===== src/rtl/seven_segment_display_reader.sv =====
// Reads four asynchronous 7-segment patterns, debounces the whole 28-bit word
// and presents the decoded hex value with per-digit validity and a change strobe.
module seven_segment_display_reader #(
  parameter int unsigned STABLE_CYCLES = 16
) (
  input  logic        clock,
  input  logic        reset_n,
  input  logic [27:0] segs,
  output logic [15:0] number,
  output logic [3:0]  digit_ok,
  output logic        changed
);

  localparam logic [15:0] COUNT_SAT  = 16'(STABLE_CYCLES);
  localparam logic [15:0] COUNT_LAST = 16'(STABLE_CYCLES - 1);

  logic [27:0] s1, s2, prev;
  logic [27:0] stable, stable_old;
  logic [15:0] count;
  logic        accept, accept_d;
  logic [15:0] dec_num;
  logic [3:0]  dec_ok;

  // Returns {ok, nibble}; unknown patterns (blank included) give {0, 0}.
  function automatic logic [4:0] decode_digit(input logic [6:0] p);
    logic [4:0] r;
    case (p)
      7'b1111110: r = {1'b1, 4'h0};
      7'b0110000: r = {1'b1, 4'h1};
      7'b1101101: r = {1'b1, 4'h2};
      7'b1111001: r = {1'b1, 4'h3};
      7'b0110011: r = {1'b1, 4'h4};
      7'b1011011: r = {1'b1, 4'h5};
      7'b1011111: r = {1'b1, 4'h6};
      7'b1110000: r = {1'b1, 4'h7};
      7'b1111111: r = {1'b1, 4'h8};
      7'b1111011: r = {1'b1, 4'h9};
      7'b1110111: r = {1'b1, 4'hA};
      7'b0011111: r = {1'b1, 4'hB};
      7'b1001110: r = {1'b1, 4'hC};
      7'b0111101: r = {1'b1, 4'hD};
      7'b1001111: r = {1'b1, 4'hE};
      7'b1000111: r = {1'b1, 4'hF};
      default:    r = 5'b0_0000;
    endcase
    return r;
  endfunction

  assign accept = (s2 == prev) && (count == COUNT_LAST);

  always_comb begin
    logic [4:0] d;
    dec_num = '0;
    dec_ok  = '0;
    for (int i = 0; i < 4; i++) begin
      d = decode_digit(stable[7*i +: 7]);
      dec_num[4*i +: 4] = d[3:0];
      dec_ok[i]         = d[4];
    end
  end

  always_ff @(posedge clock or negedge reset_n) begin
    if (!reset_n) begin
      s1   <= '0;
      s2   <= '0;
      prev <= '0;
    end else begin
      s1   <= segs;
      s2   <= s1;
      prev <= s2;
    end
  end

  // Saturating at STABLE_CYCLES means acceptance fires once per stable run.
  always_ff @(posedge clock or negedge reset_n) begin
    if (!reset_n) begin
      count <= '0;
    end else if (s2 != prev) begin
      count <= '0;
    end else if (count != COUNT_SAT) begin
      count <= count + 16'd1;
    end
  end

  always_ff @(posedge clock or negedge reset_n) begin
    if (!reset_n) begin
      stable     <= '0;
      stable_old <= '0;
      accept_d   <= 1'b0;
    end else begin
      accept_d <= accept;
      if (accept) begin
        stable     <= s2;
        stable_old <= stable;
      end
    end
  end

  always_ff @(posedge clock or negedge reset_n) begin
    if (!reset_n) begin
      number   <= '0;
      digit_ok <= '0;
      changed  <= 1'b0;
    end else begin
      number   <= dec_num;
      digit_ok <= dec_ok;
      changed  <= accept_d && (stable != stable_old);
    end
  end

endmodule


===== config.mk =====
export PLATFORM = sky130hd
export DESIGN_NAME = seven_segment_display_reader
export DESIGN_NICKNAME = d
export VERILOG_FILES = /design/src/rtl/seven_segment_display_reader.sv
export SDC_FILE = /design/constraint.sdc
export NUM_CORES = 1
export LEC_CHECK = 0
export CAP_MARGIN = 25
export CORE_ASPECT_RATIO = 0.75
export CORE_MARGIN = 2
export CORE_UTILIZATION = 43
export DETAILED_ROUTE_END_ITERATION = 8
export PLACE_DENSITY_LB_ADDON = 0.05
export SETUP_SLACK_MARGIN = 0.2
export SKIP_CTS_REPAIR_TIMING = 1
export SYNTH_ARGS = -nofsm -noshare
export SYNTH_HDL_FRONTEND = slang
export SYNTH_SLANG_ARGS = --single-unit

===== constraint.sdc =====
create_clock -name clock -period 3.8 [get_ports clock]
set_clock_uncertainty 0.2 [all_clocks]
set_input_delay 0.76 -clock clock [delete_from_list [all_inputs] [get_ports clock]]
set_output_delay 0.76 -clock clock [all_outputs]
set_load 0.005 [all_outputs]

==> impl_metrics.tcl <==
set metrics [dict create \
    outcome "finished clean" \
    vias_per_cell 5.11 \
    fin_crit_sh_pct 77.5 \
    drt-pass1-iter-count 5 \
    max_freq_ghz 0.340 \
    synthTopCellsByCount "178 x dfrtp_1, 53 x xor2_1, 40 x mux2_4, 38 x nand2_1, 35 x clkbuf_1" \
    crit_type "reg2reg" \
    syn_inst 625 \
    rsz0062_at_grt "false" \
    antenna_left 0 \
    io_buffer_count 50 \
    ys.flop_type "dfrtp_1" \
    r2r-start "s2[1]" \
    antenna_found_initial 0 \
    grt_max_degree 68 \
    cap_violations 0 \
    tightest_slew_ns 0.985 \
    slew_headroom_pct 34.3 \
    cp-start-kind "register" \
    gp_congestion 0.819 \
    fin_cells 910 \
    nNetsFinal 687 \
    slowest_delay_ns 0.92 \
    syn_to_final_growth_pct 16.0 \
    crit_arrival_ns 3.06 \
    via_count 4651 \
    grt_pass1_wl_um 25100 \
    clock_sinks 178 \
    synthDistinctLibCells 54 \
    slew_violations 0 \
    cts_htree_levels 4 \
    ctsRootBufferMaster "clkbuf_16" \
    finalCriticalPeriod_ns 2.94 \
    avgSynthCellArea_um2 12.3 \
    post-layout-total-power_mw 3.78 \
    cts_buffers 17 \
    die_w_um 158 \
    initial_core_util_pct 43.7 \
    drc 0 \
    ys_ff_latch 178 \
    track_usage_pct 17.4 \
    setup_tns_ns 0 \
    yosysMostFrequentCell "dfrtp_1" \
    rows 42 \
    hold_viol 0 \
    synth_edf_count 0 \
    setup-violations-final 0 \
    dieArea_mm2 0.0189 \
    wirelength_um 14700 \
    r2r_cells 5 \
    cts_buffer_depth 2 \
    ys_warn_count 0 \
    synth_top_area_cell "dfrtp_1" \
    clkSlewWorstSetupHoldPaths_ns 0.07 \
    hpwl_um 10000 \
    io_pins 51 \
    drive_gt1_share_pct 15.0 \
    startpoint "s2[1]" \
    routedWlPerCell_um 16.2 \
    worstPathRequired_ns 3.91 \
    crit_chain "xor2_1, nor4_1, nand4_1, or4_4, mux2_4" \
    synth_fp_nets 657 \
    cp-end-kind "register" \
    die_y_um 120 \
    synth-seq-area-share_pct 58.1 \
    cts_tree "yes" \
    antenna_cells 0 \
    ys_async_sr_fraction_pct 100 \
    place_inst 878 \
    cp_max_fo 56 \
    p_leak_nw 4.02 \
    drtIter0Drc 209 \
    netlist.area_leader.share_pct 58.1 \
    ys_top_cells_by_area "dfrtp_1 58%, mux2_4 7.8%, xor2_1 6.1%, xnor2_1 2.5%, mux2_2 2.4%" \
    hold_path_class "in2async" \
    overflow 0 \
    insertion_delay_ns 0.43 \
    reg2reg_slack_ns 0.86 \
    cp_slowest_cell "or4_4" \
    max-vdd-ir-drop_mv 0.329 \
    power.density_mw_per_mm2 425 \
    synth_area_mm2 0.00767 \
    rr_endpoint "stable_old[26]" \
    hold_slack_ns 0.109 \
    coreArea_mm2 0.0176 \
    grt_pass1_vias 4698 \
]
-- placed cells by master (no fill, tap or decap), types with 4 or more instances in the layout --
cell / Yosys / final
inv_8: 0 / 7
nand4b_1: 4 / 4
xor2_1: 53 / 53
and2_1: 6 / 6
nor2b_1: 6 / 6
a21oi_1: 15 / 15
nor3b_1: 5 / 5
mux2_2: 16 / 16
clkdlybuf4s50_1: 0 / 49
nor4_1: 18 / 18
o22ai_1: 5 / 5
clkbuf_16: 0 / 17
nand2b_1: 9 / 9
dfrtp_1: 178 / 178
xnor2_1: 22 / 22
o21ai_0: 17 / 17
nand2_1: 38 / 38
nand3_1: 20 / 20
or2_2: 4 / 4
nor2_1: 34 / 34
inv_1: 8 / 8
nand4_1: 16 / 16
mux2_4: 40 / 40
or4_1: 4 / 4
nand3b_1: 7 / 7
o211ai_1: 4 / 4
nor3_1: 10 / 10
-- per-stage QoR --
stage | instance area [um^2] | utilization, % | setup WS, ns
3_5_place_dp | 8310 | 47.3 | 0.843
5_1_grt | 8900 | 50.7 | 0.720
3_3_place_gp | 8310 | 47.3 | 0.899
6_report | 8900 | 50.7 | 0.855
4_1_cts | 8900 | 50.7 | 0.825
2_1_floorplan | 7670 | - | 1.50
-- power breakdown --
part,internal [mW],switching [mW],leakage [nW]
registers,1.94,0.0295,2.29
clock network,0.884,0.832,0.283
logic,0.0442,0.0531,1.44
total,2.87,0.915,4.02
-- worst max-delay path: cells and delay by family (launching register included) --
| kind | cells | cell delay [ns] |
|---|---|---|
| xor+xnor | 1 | 0.17 |
| flops | 1 | 0.44 |
| mux | 1 | 0.44 |
| simple gates | 3 | 1.56 |
-- flip-flops by register name, summed over array words and instances, names as in the netlist --
| name | flops |
|---|---|
| changed | 1 |
| number | 16 |
| stable_old | 28 |
| digit_ok | 4 |
| s2 | 28 |
| count | 16 |
| accept_d | 1 |
| s1 | 28 |
| prev | 28 |
| stable | 28 |
-- area by class of cell --
| class | count | area (um^2) |
|---|---|---|
| clock buffers | 17 | 425 |
| clock inverters | 15 | 161 |
| fillers | 1546 | 8660 |
| inverters | 8 | 30.0 |
| multi-input cells | 397 | 2990 |
| flip-flops and latches | 178 | 4450 |
| well taps | 242 | 303 |
| repair buffers | 53 | 537 |
-- routing by layer --
metal / up-vias / global-route usage [%] / part of all wire (%)
met2: 91 / 24.9 / 44
met4: 0 / 5.18 / 0.79
met5: - / 0 / 0
li1: 2247 / - / -
met1: 2303 / 26.2 / 52
met3: 10 / 4.37 / 3.3
-- worst max path at each step --
stage | endpoint | slack, ns
floorplan | stable[0] | 1.50
global placement | stable[4] | 0.90
detailed placement | stable_old[21] | 0.84
CTS | stable[6] | 0.83
global route | stable_old[26] | 0.72
finish | stable_old[26] | 0.86
-- cell families (layout without fill, tap and decap cells) --
family,Yosys count,in the layout,synth area share [%]
XOR/XNOR,75,75,8.57
AND/OR/NAND/NOR,193,193,13.6
AO/OA/AOI/OAI,69,69,5.97
adder cells (fa/ha/maj),2,2,0.326
buffers and inverters,50,93,2.95
multiplexers,58,58,10.4
flip-flops,178,178,58.1
Power figures use the tool's default switching activity.
